`src/rtl/led_arbiter.sv`:
```
// led_arbiter: round-robin owner selection for the single board LED.
// The owner keeps the grant for a minimum hold time and drives the LED from its registered value.
module led_arbiter #(
    parameter int NUM_REQ     = 4,
    parameter int HOLD_CYCLES = 8,
    parameter int CNT_W       = 4
) (
    input  logic               clk,
    input  logic               rst,
    input  logic [NUM_REQ-1:0] req,
    input  logic [NUM_REQ-1:0] val,
    output logic [NUM_REQ-1:0] gnt,
    output logic               led,
    output logic               busy
);
    localparam int PW = $clog2(NUM_REQ);
    localparam logic [CNT_W-1:0] CNT_MAX = CNT_W'(HOLD_CYCLES - 1);

    typedef enum logic {IDLE, HOLD} state_t;

    state_t             state_q, state_d;
    logic [NUM_REQ-1:0] gnt_q, gnt_d;
    logic               led_q, led_d;
    logic               busy_q, busy_d;
    logic [CNT_W-1:0]   cnt_q, cnt_d;
    logic [PW-1:0]      ptr_q, ptr_d;
    logic [PW-1:0]      own_q, own_d;
    logic [PW-1:0]      win;
    logic               found;

    // First requester at or above ptr, wrapping explicitly so NUM_REQ need not be a power of two.
    always_comb begin
        found = 1'b0;
        win   = '0;
        for (int i = 0; i < NUM_REQ; i++) begin
            int idx;
            idx = int'(ptr_q) + i;
            if (idx >= NUM_REQ) idx = idx - NUM_REQ;
            if (!found && req[idx]) begin
                found = 1'b1;
                win   = PW'(idx);
            end
        end
    end

    always_comb begin
        state_d = state_q;
        gnt_d   = gnt_q;
        led_d   = led_q;
        busy_d  = busy_q;
        cnt_d   = cnt_q;
        ptr_d   = ptr_q;
        own_d   = own_q;
        if (state_q == IDLE) begin
            if (found) begin
                state_d = HOLD;
                gnt_d   = {{(NUM_REQ-1){1'b0}}, 1'b1} << win;
                led_d   = val[win];
                busy_d  = 1'b1;
                cnt_d   = '0;
                ptr_d   = (win == PW'(NUM_REQ - 1)) ? '0 : win + PW'(1);
                own_d   = win;
            end else begin
                gnt_d  = '0;
                led_d  = 1'b0;
                busy_d = 1'b0;
            end
        end else if (!req[own_q] || (cnt_q == CNT_MAX && (req & ~gnt_q) != '0)) begin
            state_d = IDLE;
            gnt_d   = '0;
            led_d   = 1'b0;
            busy_d  = 1'b0;
            cnt_d   = '0;
        end else begin
            led_d = val[own_q];
            cnt_d = (cnt_q == CNT_MAX) ? cnt_q : cnt_q + CNT_W'(1);
        end
    end

    always_ff @(posedge clk) begin
        if (!rst) begin
            state_q <= IDLE;
            gnt_q   <= '0;
            led_q   <= 1'b0;
            busy_q  <= 1'b0;
            cnt_q   <= '0;
            ptr_q   <= '0;
            own_q   <= '0;
        end else begin
            state_q <= state_d;
            gnt_q   <= gnt_d;
            led_q   <= led_d;
            busy_q  <= busy_d;
            cnt_q   <= cnt_d;
            ptr_q   <= ptr_d;
            own_q   <= own_d;
        end
    end

    assign gnt  = gnt_q;
    assign led  = led_q;
    assign busy = busy_q;
endmodule

```
`config.mk`:
```
export PLATFORM = sky130hd
export DESIGN_NAME = led_arbiter
export DESIGN_NICKNAME = d
export VERILOG_FILES = /design/src/rtl/led_arbiter.sv
export SDC_FILE = /design/constraint.sdc
export NUM_CORES = 1
export LEC_CHECK = 0
export BUFFER_PORTS_ARGS = -buffer_cell sky130_fd_sc_hd__buf_2
export CAP_MARGIN = 5
export CORE_MARGIN = 2
export CORE_UTILIZATION = 53
export CTS_CLUSTER_DIAMETER = 150
export DETAILED_ROUTE_END_ITERATION = 8
export GPL_ROUTABILITY_DRIVEN = 0
export GPL_TIMING_DRIVEN = 0
export PLACE_DENSITY = 0.78
export SETUP_SLACK_MARGIN = 0.2
export SLEW_MARGIN = 10
export SYNTH_ARGS = -nofsm -noshare
export SYNTH_HDL_FRONTEND = slang
export SYNTH_SLANG_ARGS = --single-unit
```
`constraint.sdc`:
```
create_clock -name clk -period 2.4 [get_ports clk]
set_clock_uncertainty 0.15 [all_clocks]
set_input_delay 0.48 -clock clk [delete_from_list [all_inputs] [get_ports clk]]
set_output_delay 0.48 -clock clk [all_outputs]
set_load 0.02 [all_outputs]
```
==> flow_metrics.py, run 1 <==
metrics = {
    "placement": {
        "place_area_sq_um": 964.7,
        "dp_hpwl_mm": 1.461,
        "io_buffers": 15,
    },
    "synthesis": {
        "avgSynthCellArea_sq_um": 8.873,
        "ys_seq_area_share_pct": 34.53,
        "syn_inst": 98,
        "synth.cell_area_sq_um": 869.6,
        "synth-seq-cells": 15,
        "syn_nets": 113,
        "synth_cell_type_count": 38,
        "ys_warn_count": 0,
    },
    "clock_tree": {
        "clk_pin_slew_ns": 0.09,
        "cts-resized-gates": 0,
        "cts_num_sinks": 15,
        "cts_hold_buf": 0,
        "cts_tree": "yes",
        "cts_buffer_depth": 2,
        "post-cts-setup-buffer-count": 0,
        "cts_buffers": 3,
        "cts_root_buf": "clkbuf_4",
        "insertion_delay_ns": 0.29,
        "h-tree-depth": 1,
    },
    "routing": {
        "num_vias": 796,
        "drt_pre_antenna_iters": 4,
        "first_iter_violations": 14,
        "wl_per_cell_microns": 14.25,
        "route.detailed.drc": 0,
        "vias_per_cell": 5.985,
        "drt_wl_total_mm": 1.895,
        "antenna_left": 0,
    },
    "critical_path": {
        "startpoint_type": "flip-flop",
        "worstPathMaxFanout": 6,
        "startpoint": "ptr_q[0]",
        "crit_buf_inv": 3,
        "cp_num_cells": 8,
        "cpLargestDelayFamily": "flip-flops",
        "critPathMaxStageDelay_ns": 0.38,
        "crit_type": "reg -> reg",
        "critPathArrivalTime_ns": 1.89,
        "ff2ff_path_depth": 8,
        "critPathCaptureType": "flip-flop",
        "cp_data_required_time_ns": 2.42,
        "path_cells": "inv_1, a221o_1, and2_4, buf_6, inv_1, ha_1, mux2i_1, nor2_1",
        "reg2reg_from": "ptr_q[0]",
        "slowest_stage": "dfxtp_1",
        "critPathMostFrequentCell": "inv_1",
    },
    "global_route": {
        "grt_use_total_pct": 21.20,
        "grt_pass1_vias": 726,
        "grt_max_degree": 11,
        "antenna_found_initial": 0,
        "overflow": 0,
        "grt_pass1_wl_mm": 3.098,
    },
    "layout": {
        "final_cell_mix": "buf_2 (16), dfxtp_1 (15), nor2_1 (13)",
        "fin_area_sq_um": 992.2,
        "syn2layout_area_growth_pct": 14.10,
        "antenna_cells": 0,
        "final_common_cell": "buf_2",
        "fill_cells": 143,
        "layout.nets": 133,
        "drive_gt1_share_pct": 23.08,
    },
    "sta": {
        "finalSetupTns_ns": 0,
        "tightest_slew_ns": 0.4935,
        "period_minus_slack_ns": 1.872,
        "setup-violations-final": 0,
        "slew_viol_final": 0,
        "post-route-period-util_pct": 78.01,
        "timing.fmax_mhz": 534.1,
        "max_slew_margin_pct": 67.10,
        "hold_viol_final": 0,
        "rsz0062_at_grt": "false",
    },
    "floorplan": {
        "die_h_microns": 44.51,
        "fp.dieW_microns": 44.51,
        "initial_core_util_pct": 57.06,
        "die_area_sq_um": 1981,
        "io_pins": 16,
        "fp-row-count": 14,
        "coreArea_sq_um": 1524,
    },
    "power_and_ir_drop": {
        "finalPower_mw": 0.6347,
        "power_density_nw_per_um2": 639.7,
        "vdd.ir_drop.worst_v": 0.0004027,
        "p_leak_nw": 0.4466,
    },
    "outcome": {
        "status": "complete, no violations",
    },
    "flow_run": {
        "maxCapViolations": 0,
    },
    "min_path": {
        "holdCritStartpoint": "rst",
        "hold_depth": 2,
        "min_path_type": "in -> reg",
    },
}
[stage by stage]
step                worst slack (ns)  util, %  instances  hold WS (ns)
floorplan                     0.5513        -         98        0.3144
global placement              0.3294    63.30        129        0.3174
detailed placement            0.2877    63.30        129        0.3353
CTS                           0.5241    65.11        133        0.3320
global route                  0.3648    65.11        133        0.3369
finish                        0.5278    65.11        133        0.3407
[cell type report]
type,instances,area [sq um],area share [%]
repair buffers,15,75.07,7.566
plain buffers,3,20.02,2.018
flip-flops and latches,15,300.3,30.26
clock buffers,3,22.52,2.270
clock inverters,1,5.005,0.5044
well taps,16,20.02,2.018
multi-input cells,72,519.2,52.33
inverters,8,30.03,3.026
[layer usage]
metal,wire length (microns),vias to the layer above,GRT usage [%]
li1,-,393,-
met1,879,387,27.41
met2,930,14,35.07
met3,70,2,5.306
met4,14,0,5.455
met5,0,-,0
[state kept, by name, summed over array words and instances (netlist names)]
name     cells
own_q        2
state_q      1
gnt          4
led          1
cnt_q        4
busy         1
ptr_q        2
[path summary, 6_finish.rpt]
path | to | slack [ns]
setup reg to reg | ptr_q[1] | 0.53
hold reg to reg | busy | 0.35
hold / removal | ptr_q[0] | 0.34
setup / recovery | ptr_q[1] | 0.53
[worst register-to-register path, stage by stage, from the launching register on]
cell     delay (ns)
dfxtp_1        0.38
inv_1          0.08
a221o_1        0.36
and2_4         0.17
buf_6          0.13
inv_1          0.08
ha_1           0.23
mux2i_1        0.13
nor2_1         0.05
[cells in the mapped netlist]
master	number	area (sq um)
o21a_1	1	7.510
nand3b_1	2	15.01
o21ai_0	3	15.01
nor3_2	1	10.01
a21oi_1	7	35.03
a31oi_1	1	6.260
nand2_1	2	7.510
nor3_1	1	5.000
mux2i_1	3	30.03
nor2b_1	1	6.260
buf_2	1	5.000
nor4_1	1	6.260
nor2_1	13	48.80
nand2b_1	4	25.02
buf_6	1	11.26
o221a_1	1	11.26
dfxtp_1	15	300.3
o21ai_1	2	10.01
ha_1	5	62.56
mux4_1	1	26.28
inv_2	1	3.750
a21oi_4	1	16.27
a21boi_0	1	7.510
and2b_1	1	7.510
o211ai_1	1	7.510
o21bai_1	1	7.510
o2111ai_1	2	17.52
a211oi_1	1	7.510
clkbuf_1	1	3.750
inv_1	7	26.28
and2_4	1	8.760
a221o_1	2	20.02
nand2_2	1	6.260
nand3_1	4	20.02
a22oi_1	4	30.03
and3_1	1	6.260
mux4_2	1	22.52
nand4_1	1	6.260
[report_power, final]
group          total (mW)  internal [mW]  switching [mW]
Combinational       0.190         0.0873           0.103
Clock               0.148         0.0620          0.0858
Sequential          0.297          0.274          0.0222
[cells by family (layout without fill, tap and decap cells)]
| logic type | Yosys count | count (layout) | synth area share [%] |
|---|---|---|---|
| AO/OA/AOI/OAI | 28 | 28 | 22.88 |
| adder cells (fa/ha/maj) | 5 | 5 | 7.194 |
| buffers and inverters | 11 | 30 | 5.754 |
| AND/OR/NAND/NOR | 34 | 34 | 20.58 |
| flip-flops | 15 | 15 | 34.53 |
| multiplexers | 5 | 5 | 9.065 |
Power figures use the tool's default switching activity.
==> run 2, diff against run 1 <==
--- a/config.mk
+++ b/config.mk
@@ -5,15 +5,16 @@
 export SDC_FILE = /design/constraint.sdc
 export NUM_CORES = 1
 export LEC_CHECK = 0
+export ABC_AREA = 1
 export BUFFER_PORTS_ARGS = -buffer_cell sky130_fd_sc_hd__buf_2
 export CAP_MARGIN = 5
 export CORE_MARGIN = 2
-export CORE_UTILIZATION = 53
+export CORE_UTILIZATION = 50
 export CTS_CLUSTER_DIAMETER = 150
 export DETAILED_ROUTE_END_ITERATION = 8
 export GPL_ROUTABILITY_DRIVEN = 0
 export GPL_TIMING_DRIVEN = 0
-export PLACE_DENSITY = 0.78
+export PLACE_DENSITY = 0.75
 export SETUP_SLACK_MARGIN = 0.2
 export SLEW_MARGIN = 10
 export SYNTH_ARGS = -nofsm -noshare
==> constraint.sdc (replaced) <==
create_clock -name clk -period 1.6 [get_ports clk]
set_clock_uncertainty 0.15 [all_clocks]
set_input_delay 0.32 -clock clk [delete_from_list [all_inputs] [get_ports clk]]
set_output_delay 0.32 -clock clk [all_outputs]
set_load 0.02 [all_outputs]
==> run 2 against run 1 <==
The flow now finishes with violations (negative setup slack). Count of clock-buffer cells in the layout did not move. Largest cell class unchanged. Synthesized cell count rose by 68%. Sequential cell count did not move. Critical endpoint unchanged. Setup slack got worse by 0.98 ns. Critical path depth rose by 4.
==> flow_metrics.py, run 2 <==
metrics = {
    "power_and_ir_drop": {
        "p_leak_nw": 0.7339,
        "power_density_nw_per_um2": 2195,
        "vdd.ir_drop.worst_v": 0.001703,
    },
    "routing": {
        "num_vias": 1224,
        "wl_per_cell_microns": 14.00,
        "drt_pre_antenna_iters": 4,
        "antenna_left": 0,
        "drt_wl_total_mm": 3.177,
        "vias_per_cell": 5.392,
        "first_iter_violations": 19,
        "route.detailed.drc": 0,
    },
    "critical_path": {
        "critPathMaxStageDelay_ns": 0.37,
        "startpoint_type": "flip-flop",
        "critPathArrivalTime_ns": 2.08,
        "worstPathMaxFanout": 6,
        "crit_type": "reg -> reg",
        "crit_buf_inv": 3,
        "ff2ff_path_depth": 12,
        "slowest_stage": "dfxtp_4",
        "critPathCaptureType": "flip-flop",
        "r2r_slack_ns": -0.45,
        "cpLargestDelayFamily": "simple AND/OR/NAND/NOR gates",
        "cp_data_required_time_ns": 1.63,
        "worstReg2RegEnd": "ptr_q[1]",
        "path_cells": "buf_8, inv_8, nand2_2, nand3_2, nand2_2, nor2_4, nand3_2, nand2_4, clkinv_4, ha_4, o21ai_2, a21oi_1",
        "reg2reg_from": "ptr_q[0]",
    },
    "min_path": {
        "min_to": "own_q[1]",
        "hold_depth": 3,
        "holdCritStartpoint": "rst",
        "min_path_type": "in -> reg",
    },
    "synthesis": {
        "synth_cell_type_count": 27,
        "synth_compound_area_share_pct": 14.48,
        "synth_most_common_cell": "nand2_1",
        "yosysTopAreaCell": "dfxtp_1",
        "synth-async-reset-ratio_pct": 0,
        "synth-simple-area-share_pct": 42.76,
        "avgSynthCellArea_sq_um": 6.756,
        "syn_inst": 165,
        "synthAdderAreaFrac_pct": 5.612,
        "ys_seq_area_share_pct": 26.94,
        "synth-seq-cells": 15,
        "synth_mux_area_share_pct": 0,
        "synth_commonest_cells": "nand2_1 (44), inv_1 (16), a21oi_1 (15), dfxtp_1 (15), nand2_2 (12)",
        "syn_nets": 180,
        "synth_top_area_share_pct": 26.94,
        "ys_top_cells_by_area": "dfxtp_1 (27%), nand2_1 (15%), a21oi_1 (6.7%), nand2_2 (6.7%), nand3_2 (6.3%)",
        "synth.cell_area_sq_um": 1115,
        "synth_flop_cell": "dfxtp_1",
        "synth_top_family_by_area": "simple AND/OR/NAND/NOR gates",
        "synth_xor_area_share_pct": 0,
        "synth_edf_count": 0,
        "ys_warn_count": 0,
    },
    "sta": {
        "period_minus_slack_ns": 2.053,
        "max_slew_margin_pct": 80.32,
        "tightest_slew_ns": 0.2935,
        "slew_viol_final": 0,
        "post-route-period-util_pct": 128.3,
        "layout_setup_ws_ns": -0.4526,
        "setup-violations-final": 15,
        "finalSetupTns_ns": -4.293,
        "timing.fmax_mhz": 487.2,
        "worst_hold_slack_ns": 0.1429,
        "hold_viol_final": 0,
        "rsz0062_at_grt": "true",
    },
    "placement": {
        "dp_hpwl_mm": 2.049,
        "place_inst": 208,
        "dp_worst_setup_slack_ns": -0.4182,
        "io_buffers": 15,
    },
    "floorplan": {
        "die_h_microns": 51.22,
        "fp.dieW_microns": 51.22,
        "fp-row-count": 17,
        "die_area_sq_um": 2623,
        "io_pins": 16,
        "coreArea_sq_um": 2170,
        "initial_core_util_pct": 51.38,
    },
    "layout": {
        "final_cell_mix": "nand2_1 (34), nand2_2 (18), inv_1 (15), buf_2 (15), a21oi_1 (14)",
        "drive_gt1_share_pct": 47.24,
        "final_util_pct": 71.80,
        "layoutNonFillerInstCount": 227,
        "final_common_cell": "nand2_1",
        "antenna_cells": 0,
        "layout.nets": 215,
        "syn2layout_area_growth_pct": 39.73,
    },
    "global_route": {
        "grt_pass1_vias": 1165,
        "overflow": 0,
        "grt_pass1_wl_mm": 4.940,
        "grt_use_total_pct": 24.77,
        "grt_max_degree": 12,
        "antenna_found_initial": 0,
    },
    "clock_tree": {
        "insertion_delay_ns": 0.29,
        "cts_num_sinks": 15,
        "cts_buffer_depth": 2,
        "cts_buffers": 3,
        "cts_root_buf": "clkbuf_4",
        "clk_pin_slew_ns": 0.09,
        "cts_tree": "yes",
        "h-tree-depth": 1,
        "cts_hold_buf": 0,
    },
    "outcome": {
        "status": "finished with violations",
        "violations": "negative setup slack",
    },
    "flow_run": {
        "maxCapViolations": 0,
    },
}
## run 2: cell count changes in the layout (fill, tap and decap cells not counted), moves of 6 or more
cell | before | now
nand2_1 | 2 | 34
nand2_2 | 1 | 18
buf_4 | 0 | 11
nand3_2 | 0 | 9
nor2_1 | 13 | 4
inv_1 | 7 | 15
a21oi_1 | 7 | 14
nand2_4 | 0 | 6
## run 2: cells by family (layout without fill, tap and decap cells)
kind of cell             after synthesis  after routing
AO/OA/AOI/OAI                         30             30
adder cells (fa/ha/maj)                5              5
buffers and inverters                 26             60
flip-flops                            15             15
AND/OR/NAND/NOR                       89             89
## run 2: repair_timing
action                                  CTS  global route
resized for setup                        13            18
endpoints found under the setup margin   15            15
pin swaps                                 6             9
setup buffers                            10             3
gates cloned                              1             1
## run 2: area by class of cell
type                    count  area (sq um)
flip-flops and latches     15         309.0
fillers                   172         611.8
repair inverters            1         6.256
well taps                  28         35.03
clock inverters             1         5.005
inverters                  25         111.4
repair buffers             29         205.2
multi-input cells         124         848.3
plain buffers               1         15.01
clock buffers               3         22.52
## run 2: how the worst max path moves through the flow
| stage | startpoint | to | slack (ns) | cells past startpoint |
|---|---|---|---|---|
| 2_1_floorplan | ptr_q[0] | ptr_q[1] | -0.21 | 13 |
| 3_3_place_gp | req[3] | ptr_q[1] | -0.40 | 12 |
| 3_5_place_dp | req[3] | ptr_q[1] | -0.42 | 12 |
| 4_1_cts | ptr_q[0] | ptr_q[1] | -0.32 | 11 |
| 5_1_grt | ptr_q[0] | ptr_q[1] | -0.54 | 12 |
| 6_report | ptr_q[0] | ptr_q[1] | -0.45 | 12 |
## run 2: report_power, final
| part | internal (mW) | leakage (nW) | switching [mW] |
|---|---|---|---|
| clock | 0.0929 | 0.0177 | 0.131 |
| sequential | 0.510 | 0.125 | 0.125 |
| combinational | 1.07 | 0.591 | 1.49 |
| total | 1.68 | 0.734 | 1.74 |
## run 2: per-layer routing
metal / vias up / global-route usage [%] / share of wire (%)
li1: 608 / - / -
met1: 584 / 28.96 / 41
met2: 24 / 46.10 / 55
met3: 8 / 3.216 / 2.7
met4: 0 / 8.333 / 1.9
met5: - / 0 / 0
## run 2: per-stage QoR
| step | cell area, sq um | power (mW) |
|---|---|---|
| 6_report | 1558 | 3.420 |
| 5_1_grt | 1558 | 3.681 |
| 4_1_cts | 1436 | 3.035 |
| 3_5_place_dp | 1281 | 2.479 |
| 3_3_place_gp | 1281 | 2.412 |
| 2_1_floorplan | 1171 | 2.070 |
## run 2: worst reg2reg max path, delay by kind of cell, from the launching register on
kind / cells / cell delay [ns]
AND/OR/NAND/NOR: 6 / 0.73
flip-flops: 1 / 0.37
buffers and inverters: 3 / 0.29
adder cells (fa/ha/maj): 1 / 0.24
AO/OA/AOI/OAI: 2 / 0.16
